--- config.mk ---
export PLATFORM = sky130hd
export DESIGN_NAME = biu_icu_resp
export DESIGN_NICKNAME = d
export VERILOG_FILES = /design/src/rtl/biu_icu_resp.sv
export SDC_FILE = /design/constraint.sdc
export NUM_CORES = 1
export LEC_CHECK = 0
export ABC_AREA = 1
export BUFFER_PORTS_ARGS = -buffer_cell sky130_fd_sc_hd__buf_2
export CAP_MARGIN = 20
export CORE_AREA = 8 8 108 110
export CTS_BUF_LIST = sky130_fd_sc_hd__clkbuf_8
export CTS_CLUSTER_DIAMETER = 120
export DETAILED_ROUTE_END_ITERATION = 8
export DIE_AREA = 0 0 116 118
export PLACE_DENSITY = 0.87
export SYNTH_ARGS = -nofsm -noshare
export SYNTH_HDL_FRONTEND = slang
export SYNTH_SLANG_ARGS = --single-unit
--- constraint.sdc ---
create_clock -name clk -period 2.96 [get_ports clk]
set_input_delay 0.296 -clock clk [delete_from_list [all_inputs] [get_ports clk]]
set_output_delay 0.296 -clock clk [all_outputs]
set_load 0.02 [all_outputs]
--- src/rtl/biu_icu_resp.sv ---
// BIU responder for ICU miss/fill reads: one outstanding word read, line fills critical-word-first.
// Optional memory-wait timeout is compiled in when BIU_ICU_TIMEOUT_EN is defined.
`timescale 1ns/1ps
module biu_icu_resp #(
  parameter int LINE_WORDS  = 4,
  parameter int TIMEOUT_CYC = 255
) (
  input  logic        clk,
  input  logic        reset,
  input  logic        icu_req,
  input  logic [31:0] icu_biu_addr,
  input  logic [3:0]  icu_type,
  input  logic [1:0]  icu_size,
  output logic [1:0]  biu_icu_ack,
  output logic [31:0] biu_data,
  output logic        mem_req,
  output logic [31:0] mem_addr,
  input  logic        mem_rvld,
  input  logic [31:0] mem_rdata,
  input  logic        mem_err
);
  localparam int LW = $clog2(LINE_WORDS);
  localparam int BW = LW + 1;

  localparam logic [1:0] ACK_NONE = 2'b00;
  localparam logic [1:0] ACK_DATA = 2'b01;
  localparam logic [1:0] ACK_ERR  = 2'b10;

  typedef enum logic [2:0] {IDLE, CHK, RD, ACK, GAP} state_t;

  typedef struct packed {
    logic [29:0] waddr;
    logic [3:0]  typ;
    logic [1:0]  size;
  } req_t;

  state_t          state;
  req_t            req_q;
  logic [LW-1:0]   word_ptr;
  logic [BW-1:0]   beats;
  logic            abort;
  logic            abort_now;
  logic [31:0]     line_addr;
  logic            unused_addr_lo;

  if (LINE_WORDS < 2 || (LINE_WORDS & (LINE_WORDS - 1)) != 0) begin : g_bad_line
    $error("LINE_WORDS must be a power of 2 and at least 2");
  end
  if (TIMEOUT_CYC < 1) begin : g_bad_tmo
    $error("TIMEOUT_CYC must be at least 1");
  end

  // A flush seen at any point in RD sticks until the outstanding read returns.
  assign abort_now      = abort | ~icu_req;
  assign line_addr      = {req_q.waddr[29:LW], word_ptr, 2'b00};
  assign unused_addr_lo = ^icu_biu_addr[1:0];

`ifdef BIU_ICU_TIMEOUT_EN
  localparam int TW = ($clog2(TIMEOUT_CYC + 1) > 8) ? $clog2(TIMEOUT_CYC + 1) : 8;
  logic [TW-1:0] tcnt;
  logic          tmo;
`endif

  always_ff @(posedge clk or posedge reset) begin
    if (reset) begin
      state       <= IDLE;
      req_q       <= '0;
      word_ptr    <= '0;
      beats       <= '0;
      abort       <= 1'b0;
      biu_icu_ack <= ACK_NONE;
      biu_data    <= '0;
      mem_req     <= 1'b0;
      mem_addr    <= '0;
`ifdef BIU_ICU_TIMEOUT_EN
      tcnt        <= '0;
      tmo         <= 1'b0;
`endif
    end else begin
      case (state)
        IDLE: begin
          if (icu_req) begin
            req_q <= '{waddr: icu_biu_addr[31:2], typ: icu_type, size: icu_size};
            state <= CHK;
          end
        end
        CHK: begin
          if (req_q.typ != 4'd0) begin
            biu_icu_ack <= ACK_ERR;
            beats       <= '0;
            state       <= ACK;
          end else begin
            beats    <= (req_q.size == 2'b11) ? BW'(LINE_WORDS) : BW'(1);
            word_ptr <= req_q.waddr[LW-1:0];
            abort    <= 1'b0;
            mem_req  <= 1'b1;
            mem_addr <= {req_q.waddr, 2'b00};
`ifdef BIU_ICU_TIMEOUT_EN
            tcnt     <= '0;
            tmo      <= 1'b0;
`endif
            state    <= RD;
          end
        end
        RD: begin
          abort <= abort_now;
`ifdef BIU_ICU_TIMEOUT_EN
          // mem_req already dropped last cycle; the error beat follows now.
          if (tmo) begin
            beats <= '0;
            if (!abort_now) begin
              biu_icu_ack <= ACK_ERR;
              state       <= ACK;
            end else begin
              state <= GAP;
            end
          end else
`endif
          if (mem_rvld) begin
            mem_req <= 1'b0;
            if (abort_now) begin
              state <= GAP;
            end else begin
              biu_data    <= mem_rdata;
              biu_icu_ack <= mem_err ? ACK_ERR : ACK_DATA;
              beats       <= beats - BW'(1);
              word_ptr    <= word_ptr + LW'(1);
              state       <= ACK;
            end
          end
`ifdef BIU_ICU_TIMEOUT_EN
          else begin
            tcnt <= tcnt + TW'(1);
            if (tcnt == TW'(TIMEOUT_CYC - 1)) begin
              mem_req <= 1'b0;
              tmo     <= 1'b1;
            end
          end
`endif
        end
        ACK: begin
          biu_icu_ack <= ACK_NONE;
          if (biu_icu_ack == ACK_ERR || !icu_req || beats == '0) begin
            state <= GAP;
          end else begin
            mem_req  <= 1'b1;
            mem_addr <= line_addr;
            abort    <= 1'b0;
`ifdef BIU_ICU_TIMEOUT_EN
            tcnt     <= '0;
            tmo      <= 1'b0;
`endif
            state    <= RD;
          end
        end
        GAP:     state <= IDLE;
        default: state <= IDLE;
      endcase
    end
  end

endmodule

Yosys cells after proc, flatten, opt, wreduce, memory -nomap -nowiden
Cells that the tools add are included.
{"block": "op_classes", "n_eq_ne": 11, "n_mux": 30, "bitwise_logic": 3, "add_sub_neg": 2, "n_reduce_logical": 18}
{"operator": "2-to-1 mux 32 bit", "n": 2}
{"operator": "one-hot mux 32 bit (2 select lines)", "n": 1}
{"operator": "2-to-1 mux 3 bit", "n": 8}
{"operator": "2-to-1 mux 2 bit", "n": 7}
{"operator": "inequality test 2 bit, second input constant", "n": 6}
{"operator": "one-hot mux 3 bit (4 select lines)", "n": 1}
{"operator": "AND reduction 3 bit", "n": 4}
{"operator": "AND reduction 4 bit", "n": 3}
{"operator": "equality test 3 x 2 -> 1 bit, second input constant", "n": 2}
{"operator": "zero test 3 bit", "n": 2}
{"operator": "2-to-1 mux 1 bit", "n": 6}
{"operator": "one-hot mux 1 bit (3 select lines)", "n": 2}
{"operator": "one-hot mux 2 bit (3 select lines)", "n": 1}
{"operator": "one-hot mux 3 bit (2 select lines)", "n": 1}
{"operator": "equality test 2 bit, second input constant", "n": 2}
{"operator": "one-hot mux 2 bit (2 select lines)", "n": 1}
{"operator": "AND reduction 2 bit", "n": 2}
{"operator": "nonzero test 2 bit", "n": 2}
{"operator": "nonzero test 4 bit", "n": 1}
{"operator": "equality test 3 x 1 -> 1 bit, second input constant", "n": 1}
{"operator": "nonzero test 3 bit", "n": 1}
{"operator": "subtractor 3 x 1 -> 3 bit, second input constant", "n": 1}
{"operator": "adder 2 x 1 -> 2 bit, second input constant", "n": 1}
{"operator": "logical OR 1 bit", "n": 2}
{"operator": "other kinds (3)", "n": 4}
{"block": "word_totals", "regBits": 112, "elab_cells": 75, "out_inout_bits": 67}

Depth between registers and ports, before layout
Gate-level depths: netlist of run 1.
{"block": "logic_depth", "word_depth": 5, "mapped_depth": 11, "ltp_nobuf": 10}

Worst setup path after synthesis of run 1
OpenSTA, ideal clock, no wires.
{"block": "synth_timing", "path_type": "reg2reg", "startpoint": "register beats[0]", "endpoint": "register mem_addr[10]", "n_path_buf": 1, "stages_incl_launch_ff": 11, "setup_time_ps": 118, "period_less_slack_ps": 1420, "setup_slack_ps": 1540, "arrival_ps": 1302, "path_cell_list": "dfrtp_1 inv_1 ha_1 ha_1 nor2_1 nand2_1 nand2_2 nand3_2 buf_2 nand2_1 nand2_1"}
{"block": "synth_between", "elab_chain_len": 4}
{"item": "start: declaration", "line": "40", "source": "logic [BW-1:0] beats;"}
{"item": "start signal: assignment", "line": "93", "source": "beats <= (req_q.size == 2'b11) ? BW'(LINE_WORDS) : BW'(1);"}
{"item": "start signal: assignment", "line": "126", "source": "beats <= beats - BW'(1);"}
{"item": "zero test 3 bit", "line": "143", "source": "if (biu_icu_ack == ACK_ERR || !icu_req || beats == '0) begin"}
{"item": "logical OR 1 bit", "line": "143"}
{"item": "inequality test 2 bit (no line)"}
{"item": "AND reduction 3 bit (no line)"}
{"item": "end signal: assignment", "line": "97", "source": "mem_addr <= {req_q.waddr, 2'b00};"}
{"item": "end signal: assignment", "line": "147", "source": "mem_addr <= line_addr;"}
{"item": "end: declaration", "line": "17", "source": "output logic [31:0] mem_addr,"}
Every way passes these cells.
A chain may end at the register's enable or synchronous reset.

Worst setup path in the final report of run 1
{"block": "layout_timing", "startpoint": "register beats[0]", "endpoint": "register mem_addr[25]"}
The elaborated chain is that of the path after synthesis.

==> results_dict.tcl, run 1 <==
set metrics [dict create \
    ys_types 20 \
    path_common_cell "nand2_1" \
    p_int_mw 3.57 \
    pwr-share-clk_pct 15.8 \
    clockBufferDepth 2 \
    cts_num_sinks 110 \
    fin_crit_sh_pct 68.2 \
    grt_pass1_vias 3897 \
    diodes 0 \
    required_ns 3.23 \
    postSynthCellCount 545 \
    antenna_found_initial 0 \
    portBuffers 137 \
    p_leak_nw 3.27 \
    drive_gt1_share_pct 25.6 \
    tightest_slew_ns 0.752 \
    grt_max_degree 77 \
    initial_utilization_pct 46.3 \
    combPwrFrac_pct 44.2 \
    clk_latency_ns 0.37 \
    drcViolationCount 0 \
    cp-start-kind "flop" \
    p_switching_mw 2.86 \
    drv_slew 0 \
    p_per_area_nw_per_um2 1140 \
    startpoint "beats[0]" \
    r2r-start "beats[0]" \
    placed_cell_area_sq_um 5400 \
    cts_made_buffers 9 \
    r2r_end "mem_addr[25]" \
    tritoncts "yes" \
    worstPathCellList "inv_1, ha_1, ha_1, nor2_1, nand2_1, nand2_2, nand3_2, nand2_1, nand2_1" \
    vias 3887 \
    post_cts_resized 0 \
    synth_warnings 0 \
    slew-limit-headroom_pct 49.7 \
    globalplace.congestion 0.776 \
    avgViaCountPerCell 4.79 \
    synth_area_sq_um 4630 \
    ys_seq_elements 110 \
    clock-root-buffer "clkbuf_8" \
    worst-path-stages 9 \
    pin_count 142 \
    critPathMaxStageDelay_ns 0.55 \
    die_h_um 118 \
    finalHoldViolCount 0 \
    final_nets 748 \
    crit_path_end_kind "flop" \
    fmaxAchievable_ghz 0.495 \
    p_sw_share_pct 44.5 \
    tns_ns 0 \
    slowest_stage "nand3_2" \
    power_frac_seq_pct 40.1 \
    die-area_sq_um 13700 \
    overflow 0 \
    htreeDepth 3 \
    gr-usage-all-layers_pct 16.6 \
    ys_seq_area_share_pct 59.4 \
    crit_fanout 31 \
    area_growth_pct 21.5 \
    finalCriticalPeriod_ns 2.02 \
    clk_pin_slew_ns 0.11 \
    skew_ns 0.0121 \
    most-common-layout-cells "212 x nand2_1, 137 x buf_2, 110 x dfrtp_1" \
    worstSetupPathType "flop to flop" \
    crit_path_end "mem_addr[25]" \
    crit_family "simple AND/OR/NAND/NOR gates" \
    die_x_um 116 \
    core_sq_um 10000 \
    whs_ns 0.0384 \
    crit_arrival_ns 2.29 \
    dp_hpwl_um 7730 \
    finalSetupViolations 0 \
    drt-pass1-iter-count 4 \
    drtAntennaViolNets 0 \
    hold_class "primary input to asynchronous set/reset pin" \
    worstPathBufferInverterCount 1 \
    grt_first_pass_wirelength_um 18500 \
    cts_setup_buffers 0 \
    p_total_mw 6.43 \
    avgSynthCellArea_sq_um 8.50 \
    detail_route.wl_per_cell_um 13.6 \
    drt_iter0_drc 248 \
    rows 37 \
    timing.reg2reg.setup_slack_ns 0.94 \
    hold_buffers 0 \
    mostFrequentLayoutCell "nand2_1" \
    rr_worst_depth 9 \
    irDropWorstVdd_mv 0.417 \
    grt_setup_unrepaired "false" \
    outcome "finished, final reports clean" \
    max_cap_violations 0 \
    stdcell_area_sq_um 5630 \
    wl_um 11100 \
]
registers in the layout (all words and copies together), names as in the netlist:
register and count:
line_addr 28, mem_addr 30, abort 1, state 3, biu_data 32, biu_icu_ack 2
req_q 8, word_ptr 2, beats 3, mem_req 1
layer usage:
metal | part of all wire (%) | global-route usage (%) | vias up
met1 | 45 | 21.9 | 1774
met3 | 9.5 | 3.80 | 11
met2 | 44 | 25.6 | 152
met4 | 1.2 | 6.49 | 0
met5 | 0 | 0 | -
li1 | - | - | 1950
power groups by stage:
stage               Clock [mW]  Sequential [mW]  Combinational [mW]
finish                    1.01             2.58                2.84
global route              1.10             2.67                3.25
CTS                       1.05             2.57                2.89
detailed placement           0             2.60                2.89
global placement             0             2.57                2.81
floorplan                    0             3.06                1.56
metrics by stage:
stage	worst slack [ns]	util (%)	instances
after CTS	0.907	56.3	812
after floorplan	1.33	-	546
after global routing	0.684	56.3	812
after detailed placement	0.915	54.0	796
final	0.941	56.3	812
after global placement	0.992	54.0	796
logic make-up (layout without fill, tap and decap cells):
logic type	count (synthesis)	in the layout	share of synthesized area, %
other	1	2	0.0809
adders and majority gates	2	2	0.540
and+or+nand+nor	306	306	27.5
buffers and inverters	82	212	7.67
AOI/OAI and AO/OA	44	44	4.83
DFF	110	110	59.4
cell type report:
cell class | instances | area (sq um)
clock buffers | 9 | 124
fillers | 944 | 4370
flip-flops and latches | 110 | 2750
well taps | 136 | 170
clock inverters | 7 | 105
multi-input cells | 354 | 1540
repair buffers | 142 | 736
inverters | 54 | 206
worst reg2reg max path, cell delays in order (launching register included):
cell and delay, ns:
dfrtp_1 0.36, inv_1 0.05, ha_1 0.19, ha_1 0.17
nor2_1 0.09, nand2_1 0.06, nand2_2 0.11, nand3_2 0.55
nand2_1 0.26, nand2_1 0.07
cell usage after synthesis:
library cell    n  share of area [%]
conb_1          1              0.081
nor2_4          1               0.24
buf_2          14                1.5
nor2_1         10               0.81
nand3_2         1               0.22
buf_4           8                1.3
nand2_2         4               0.54
clkbuf_1        3               0.24
nand3_1        75                8.1
nand2_1       212                 17
dfrtp_1       110                 59
o22ai_1         1               0.14
o21ai_0        41                4.4
inv_2           4               0.32
o21bai_1        1               0.16
buf_1           3               0.24
nor2_2          3               0.41
a21oi_1         1               0.11
ha_1            2               0.54
inv_1          50                4.0
how the worst min path moves through the flow:
stage                                start             to  slack [ns]  depth (start not counted)
final                                reset   biu_data[25]        0.04                          2
after global routing                 reset   biu_data[25]        0.07                          2
after CTS                            reset   biu_data[25]        0.03                          2
after detailed placement             reset   biu_data[25]        0.45                          2
after global placement        biu_data[26]   biu_data[26]        0.45                          2
after floorplan           icu_biu_addr[25]  line_addr[25]        0.44                          2
Note: power is estimated with default switching activity, not from simulation.
==> run 2: changes to the inputs <==
==> constraint.sdc (replaced) <==
create_clock -name clk -period 1.6 [get_ports clk]
set_input_delay 0.16 -clock clk [delete_from_list [all_inputs] [get_ports clk]]
set_output_delay 0.16 -clock clk [all_outputs]
set_load 0.02 [all_outputs]
==> results_dict.tcl, run 2 (synthesized netlist as in run 1, its figures left out) <==
set metrics [dict create \
    outcome "finished, final reports clean" \
    fmaxAchievable_ghz 0.651 \
    gr-usage-all-layers_pct 16.7 \
    worstSetupPathType "flop to flop" \
    fillers 935 \
    drv_slew 0 \
    finalCriticalPeriod_ns 1.54 \
    clk_pin_slew_ns 0.11 \
    drcViolationCount 0 \
    largest_register_ff_count 32 \
    hp-start "icu_biu_addr[16]" \
    timing.final.ws_setup_ns 0.0629 \
    slew-limit-headroom_pct 61.2 \
    clockBufferDepth 2 \
    post-route-util_pct 59.2 \
    grt_pass1_vias 3836 \
    r2r_end "mem_addr[25]" \
    irDropWorstVdd_mv 0.918 \
    final_nets 764 \
    tightest_slew_ns 0.582 \
    crit_fanout 6 \
    whs_ns 0.0259 \
    cp-start-kind "flop" \
    required_ns 1.90 \
    rr_worst_depth 11 \
    whs_path_depth 3 \
    pre_cts_ws_ns 0.0268 \
    hold_class "primary input to flop" \
    htreeDepth 3 \
    pin_count 142 \
    finalHoldViolCount 0 \
    p_total_mw 12.7 \
    portBuffers 137 \
    r2r-start "beats[0]" \
    area_growth_pct 27.6 \
    dp_hpwl_um 7940 \
    overflow 0 \
    skew_ns 0.0116 \
    die_x_um 116 \
    antenna_found_initial 0 \
    rows 37 \
    grt_first_pass_wirelength_um 18600 \
    drt_iter0_drc 218 \
    die_h_um 118 \
    regMostFlops "biu_data" \
    mostFrequentLayoutCell "nand2_1" \
    crit_path_end_kind "flop" \
    most-common-layout-cells "211 x nand2_1, 137 x buf_2, 110 x dfrtp_1" \
    drt-pass1-iter-count 4 \
    core_sq_um 10000 \
    tritoncts "yes" \
    timing.reg2reg.setup_slack_ns 0.06 \
    fin_crit_sh_pct 96.1 \
    initial_utilization_pct 46.3 \
    p_leak_nw 3.37 \
    max_cap_violations 0 \
    grt_max_degree 111 \
    avgViaCountPerCell 4.76 \
    globalplace.congestion 0.858 \
    finalSetupViolations 0 \
    vias 3942 \
    die-area_sq_um 13700 \
    p_per_area_nw_per_um2 2140 \
    min_to "line_addr[16]" \
    crit_arrival_ns 1.84 \
    wl_um 11700 \
    clk_latency_ns 0.36 \
    cts_num_sinks 110 \
    detail_route.wl_per_cell_um 14.2 \
    cts_made_buffers 9 \
    clock-root-buffer "clkbuf_8" \
    drive_gt1_share_pct 29.3 \
    drtAntennaViolNets 0 \
    diodes 0 \
]
==> run 2: worst max path at each step <==
stage,start,end,slack [ns],depth (start not counted)
2_1_floorplan,reset,abort,0.11,1
3_3_place_gp,beats[0],mem_addr[21],0.10,11
3_5_place_dp,beats[0],mem_addr[16],0.03,11
4_1_cts,beats[0],mem_addr[16],0.02,11
5_1_grt,beats[0],mem_addr[19],-0.02,11
6_report,beats[0],mem_addr[25],0.06,11
==> run 2: critical path, cell delays in order, from the launching register on <==
cell and delay (ns):
dfrtp_1 0.38, inv_2 0.06, ha_4 0.16, ha_4 0.15
nor2_2 0.07, nand2_1 0.06, nand2_2 0.13, nand2_4 0.09
inv_8 0.10, clkbuf_16 0.15, nand3_1 0.06, nand2_1 0.08
==> run 2: per-stage QoR <==
stage / cells / instance area [sq um] / setup TNS [ns]
3_5_place_dp: 807 / 5550 / 0
5_1_grt: 828 / 5920 / -0.363
3_3_place_gp: 807 / 5550 / 0
2_1_floorplan: 546 / 4640 / 0
6_report: 828 / 5920 / 0
4_1_cts: 824 / 5740 / 0
==> run 2: layout make-up <==
class	instances	area, sq um	area share, %
clock buffer	10	138	2.33
tap	136	170	2.88
clock inverter	6	45.0	0.761
inverter	54	214	3.62
sequential	110	2750	46.5
multi-input combinational	354	1630	27.6
timing repair buffer	158	963	16.3
==> run 2: per-layer routing <==
layer	wire length [um]	vias up	global-route usage (%)
met4	134	0	5.27
met5	0	-	0
met3	1020	12	4.57
met2	5270	138	25.6
met1	5290	1810	22.4
li1	-	1982	-
==> run 2: power breakdown <==
group / switching, mW / internal [mW]
Clock: 0.933 / 0.615
Sequential: 0.734 / 4.08
Combinational: 3.99 / 2.32
==> run 2: what timing repair did <==
action / CTS / global route
hold buffers: 1 / 0
endpoints found under the setup margin: 0 / 35
resized for setup: 0 / 24
hold endpoints to repair: 110 / 0
buffers inserted: 0 / 1
